==> src/rtl/zorro_int_ctrl.sv <==
`timescale 1ns/1ps
`default_nettype none
// ============================================================================
//  Module   : zorro_int_ctrl
//  Brief    : Zorro-slave interrupt controller: PEND/MASK/VEC registers,
//             edge/level sources, combined INT_n, delayed int_dtack.
//  Revision : 1.0  initial release
// ============================================================================
module zorro_int_ctrl #(
    parameter int          NUM_SRC     = 4,
    parameter logic [27:0] BASE_ADDR   = 28'h900000,
    parameter logic [7:0]  EDGE_MASK   = 8'h01,
    parameter logic [7:0]  MASK_RST    = 8'hFF,
    parameter logic [7:0]  VECTOR_BASE = 8'h18,
    parameter bit          CLR_ON_READ = 1'b1,
    parameter int          DTACK_DLY   = 0
) (
    input  logic               CLK,
    input  logic               RESET,
    input  logic [27:0]        ADDR,
    input  logic               READ,
    input  logic               FCS_n,
    input  logic               slave_cycle,
    input  logic               configured,
    input  logic [7:0]         DIN,
    input  logic [NUM_SRC-1:0] SRC_INT,
    output logic               int_dtack,
    output logic               INT_n,
    output logic [7:0]         DOUT,
    output logic               DOE
);

    localparam logic [1:0] S_IDLE = 2'd0;
    localparam logic [1:0] S_WAIT = 2'd1;
    localparam logic [1:0] S_ACK  = 2'd2;

    localparam logic [26:0]        c_PEND_ADDR = BASE_ADDR[27:1];
    localparam logic [26:0]        c_MASK_ADDR = BASE_ADDR[27:1] + 27'd1;
    localparam logic [26:0]        c_VEC_ADDR  = BASE_ADDR[27:1] + 27'd2;
    localparam logic [NUM_SRC-1:0] c_EDGE      = EDGE_MASK[NUM_SRC-1:0];
    localparam logic [NUM_SRC-1:0] c_MASK_RST  = MASK_RST[NUM_SRC-1:0];
    localparam logic [2:0]         c_DLY       = 3'(DTACK_DLY);

    logic [1:0]         r_state;
    logic [2:0]         r_cnt;
    logic               r_armed;
    logic [NUM_SRC-1:0] r_src_q;
    logic [NUM_SRC-1:0] r_pend_edge;
    logic [NUM_SRC-1:0] r_mask;
    logic               r_int_n;
    logic [7:0]         r_dout;

    logic [NUM_SRC-1:0] w_pend;
    logic [NUM_SRC-1:0] w_new_edge;
    logic [NUM_SRC-1:0] w_clr;
    logic               w_sel_pend;
    logic               w_sel_mask;
    logic               w_sel_vec;
    logic               w_start;
    logic [7:0]         w_pend8;
    logic [7:0]         w_mask8;
    logic [7:0]         w_vec;
    logic [7:0]         w_rdata;
    logic               w_unused_bits;

    assign w_unused_bits = ^{ADDR[0], DIN};

    // Level sources mirror the synchronised input; edge sources hold until cleared.
    assign w_pend     = (r_pend_edge & c_EDGE) | (r_src_q & ~c_EDGE);
    assign w_new_edge = SRC_INT & ~r_src_q & c_EDGE;

    assign w_sel_pend = (ADDR[27:1] == c_PEND_ADDR);
    assign w_sel_mask = (ADDR[27:1] == c_MASK_ADDR);
    assign w_sel_vec  = (ADDR[27:1] == c_VEC_ADDR);

    // r_armed blocks a restart until FCS_n has been seen high (e.g. after a reset mid-cycle).
    assign w_start = (r_state == S_IDLE) && r_armed && slave_cycle && configured && !FCS_n
                     && (w_sel_pend || w_sel_mask || w_sel_vec);

    always_comb begin
        w_pend8 = 8'h00;
        w_mask8 = 8'h00;
        w_pend8[NUM_SRC-1:0] = w_pend;
        w_mask8[NUM_SRC-1:0] = r_mask;
        w_vec = 8'hFF;
        for (int i = NUM_SRC - 1; i >= 0; i--) begin
            if (w_pend[i] && r_mask[i]) begin
                w_vec = VECTOR_BASE + 8'(i);
            end
        end
        if (w_sel_pend) begin
            w_rdata = w_pend8;
        end else if (w_sel_mask) begin
            w_rdata = w_mask8;
        end else begin
            w_rdata = w_vec;
        end
    end

    always_comb begin
        w_clr = '0;
        if (w_start && w_sel_pend) begin
            if (!READ) begin
                w_clr = DIN[NUM_SRC-1:0] & c_EDGE;
            end else if (CLR_ON_READ) begin
                w_clr = w_pend & c_EDGE;
            end
        end
    end

    always_ff @(posedge CLK or posedge RESET) begin
        if (RESET) begin
            r_state     <= S_IDLE;
            r_cnt       <= 3'd0;
            r_armed     <= 1'b0;
            r_src_q     <= '0;
            r_pend_edge <= '0;
            r_mask      <= c_MASK_RST;
            r_int_n     <= 1'b1;
            r_dout      <= 8'hFF;
        end else begin
            r_src_q <= SRC_INT;
            // A new edge overrides a clear landing on the same bit.
            r_pend_edge <= (r_pend_edge & ~w_clr) | w_new_edge;
            r_int_n     <= ~|(w_pend & r_mask);
            if (FCS_n) begin
                r_armed <= 1'b1;
            end
            if (w_start && !READ && w_sel_mask) begin
                r_mask <= DIN[NUM_SRC-1:0];
            end
            if (w_start) begin
                r_dout <= w_rdata;
            end
            case (r_state)
                S_IDLE: begin
                    if (w_start) begin
                        r_state <= S_WAIT;
                        r_cnt   <= c_DLY;
                        r_armed <= 1'b0;
                    end
                end
                S_WAIT: begin
                    if (FCS_n) begin
                        r_state <= S_IDLE;
                    end else if (r_cnt == 3'd0) begin
                        r_state <= S_ACK;
                    end else begin
                        r_cnt <= r_cnt - 3'd1;
                    end
                end
                S_ACK: begin
                    if (FCS_n) begin
                        r_state <= S_IDLE;
                    end
                end
                default: r_state <= S_IDLE;
            endcase
        end
    end

    assign int_dtack = (r_state == S_ACK);
    assign DOE       = READ && int_dtack;
    assign INT_n     = r_int_n;
    assign DOUT      = r_dout;

endmodule
`default_nettype wire
==> config.mk <==
export PLATFORM = sky130hd
export DESIGN_NAME = zorro_int_ctrl
export DESIGN_NICKNAME = d
export VERILOG_FILES = /design/src/rtl/zorro_int_ctrl.sv
export SDC_FILE = /design/constraint.sdc
export NUM_CORES = 1
export LEC_CHECK = 0
export ABC_AREA = 1
export BUFFER_PORTS_ARGS = -buffer_cell sky130_fd_sc_hd__buf_4
export CAP_MARGIN = 5
export CORE_UTILIZATION = 47
export CTS_CLUSTER_SIZE = 40
export DETAILED_ROUTE_END_ITERATION = 8
export GPL_TIMING_DRIVEN = 0
export PLACE_DENSITY = 0.79
export SYNTH_ARGS = -nofsm -noshare
export SYNTH_HDL_FRONTEND = slang
export SYNTH_SLANG_ARGS = --single-unit
==> constraint.sdc <==
create_clock -name CLK -period 1.75 [get_ports CLK]
set_input_delay 0 -clock CLK [delete_from_list [all_inputs] [get_ports CLK]]
set_output_delay 0 -clock CLK [all_outputs]
set_load 0.005 [all_outputs]
==> results_dict.tcl <==
set metrics [dict create \
    synth_top_area_cell "dfstp_2" \
    cts_tree "done" \
    min_to "r_pend_edge[0]" \
    synthesis.area_um2 1320 \
    ys_seq_elements 22 \
    ir_drop_v 0.000696 \
    fp-row-count 18 \
    fin_crit_ns 1.46 \
    reg2reg_slack_ns 0.29 \
    status "completed" \
    start_kind "flip-flop" \
    n_antenna_cell 0 \
    drt_iter0_markers 15 \
    r2r-start "r_pend_edge[0]" \
    layout_common_cells "nand2_1 (70), buf_4 (53), inv_1 (28)" \
    ant_nets 0 \
    endpoint_kind "flip-flop" \
    setup_viol_count_final 0 \
    grt_usage_pct 21.0 \
    holdCritStartpoint "configured" \
    gp_congestion 0.782 \
    n_fill_cell 232 \
    layout.nets 296 \
    post_synth_num_cell_types 23 \
    path_clk_slew_ns 0.13 \
    cts.sinks 22 \
    io_buffers 51 \
    netlist_instances 181 \
    synth_seq_area_share_pct 42.9 \
    skew_ns 0.00984 \
    io_pins 57 \
    final_common_cell "nand2_1" \
    drc 0 \
    fin_util_pct 74.0 \
    rsz0062_at_grt "no" \
    report.final.slew_viol_count 0 \
    core_um2 2570 \
    die-area_um2 3020 \
    ys_warn_count 0 \
    slowest_stage "a221oi_1" \
    tightest_slew_ns 0.791 \
    antenna_found_initial 0 \
    min_period_over_period_pct 83.6 \
    die_y_um 54.9 \
    insertion_delay_ns 0.32 \
    grt_max_degree 23 \
    hold_class "input port to flip-flop" \
    synth_area_per_cell_um2 7.27 \
    finalSetupTns_ns 0 \
    hpwl_mm 2.07 \
    grt.overflow.total 0 \
    via_count 1268 \
    setup_ws_ns 0.286 \
    path_cells "nand2_1, nand2_1, a221oi_1, nand2_1, nand2_1, nand2_1, nand2_1, nand2_1, nand2_1" \
    synth_top_area_share_pct 22.0 \
    wl_per_cell_um 9.87 \
    cellPowerDensity_nw_per_um2 546 \
    slew_headroom_pct 47.2 \
    hold_viol_final 0 \
    max_freq_mhz 683 \
    layout-drive-gt1-share_pct 34.8 \
    post-place-ws_ns 0.324 \
    reg2reg_to "DOUT[2]" \
    drt_first_pass_iters 4 \
    crit_arrival_ns 1.73 \
    die_w_um 54.9 \
    cpMostUsedCell "nand2_1" \
    reg2regPathDepth 9 \
    syn_to_final_growth_pct 44.3 \
    critical_path_class "flip-flop to flip-flop" \
    p_leak_nw 1.07 \
    netlist_top_cells_area "dfstp_2 (22%), dfrtp_1 (21%), nand2_1 (20%)" \
    routed_wl_mm 2.73 \
    first_global_vias 1150 \
    cap_violations 0 \
    h-tree-depth 1 \
    initial_core_util_pct 51.3 \
    synth_fp_nets 229 \
    post-cts-setup-buffers 0 \
    hold_depth 6 \
    cts_buffer_depth 2 \
    cts_buffers 3 \
    required_ns 2.01 \
    crit_path_max_fanout 3 \
    max_stage_delay_ns 0.43 \
    routed_via_density 4.58 \
    grt_pass1_wl_mm 4.51 \
    ctsRootBufferMaster "clkbuf_4" \
]
timing repair:
item | CTS | global route
resized for setup | 0 | 0
hold endpoints to repair | 22 | 0
hold buffers | 11 | 0
per-layer routing:
metal | GRT usage [%] | share of wire (%) | vias to the layer above
met5 | 0 | 0 | -
met4 | 5.00 | 0.37 | 0
met3 | 4.92 | 6.5 | 2
met2 | 36.9 | 50 | 42
met1 | 25.7 | 43 | 551
li1 | - | - | 673
how the worst max path moves through the flow:
stage | start | to
after floorplan | r_state[1] | r_mask[0]
after global placement | r_pend_edge[0] | DOUT[2]
after detailed placement | r_state[1] | r_mask[3]
after CTS | r_state[1] | r_mask[3]
after global routing | r_pend_edge[0] | DOUT[2]
final | r_pend_edge[0] | DOUT[2]
stage by stage:
step	area [µm²]	instances	hold WS (ns)	total power, W
after floorplan	1320	181	-0.0189	0.000558
after detailed placement	1740	262	0.110	0.000635
after CTS	1900	277	0.160	0.00105
after global routing	1900	277	0.247	0.00108
final	1900	277	0.172	0.00104
after global placement	1740	262	0.109	0.000632
where the power goes:
group / leakage (nW) / internal (W) / total (W) / switching, W
sequential: 0.237 / 0.000514 / 0.000517 / 0.00000252
clock: 0.0279 / 0.000232 / 0.000392 / 0.000160
combinational: 0.802 / 0.0000826 / 0.000128 / 0.0000454
cells in the mapped netlist:
library cell,n
nand2_1,70
inv_1,28
nor2_1,16
dfrtp_1,11
dfstp_2,11
nand3_1,9
o21ai_0,8
inv_2,3
nand2_2,3
nor2_4,3
buf_4,2
ha_1,2
nand2_4,2
nand3_2,2
nand3b_1,2
nor2_2,2
a21oi_1,1
a221oi_1,1
buf_12,1
inv_4,1
nand4_1,1
nor3_2,1
xor2_1,1
cell families after synthesis:
kind of cell / Yosys count / share of synthesized area [%]
AOI/OAI and AO/OA: 10 / 4.09
adders and majority gates: 2 / 1.90
DFF: 22 / 42.9
buffers and inverters: 35 / 12.0
xor gates and xnor gates: 1 / 0.666
and+or+nand+nor: 111 / 38.5
flip-flops by register name, indices dropped and copies added, names as in the netlist:
signal,count
DOUT,6
INT_n,1
r_armed,1
r_cnt,3
r_mask,4
r_pend_edge,1
r_src_q,4
r_state,2
area by class of cell:
type	instances	area (µm²)	share of cell area [%]
inverters	32	123	6.46
clock buffers	3	22.5	1.19
repair buffers	62	493	26.0
multi-input cells	124	594	31.3
plain buffers	3	35.0	1.84
well taps	30	37.5	1.98
flip-flops and latches	22	564	29.7
clock inverters	1	30.0	1.58
worst max-delay path: cells and delay by family, from the launching register on:
family           cells  cell delay, ns
AND/OR/NAND/NOR      8            0.55
AO/OA/AOI/OAI        1            0.43
flip-flops           1            0.41
No activity file was read; power rests on OpenSTA's default activity.
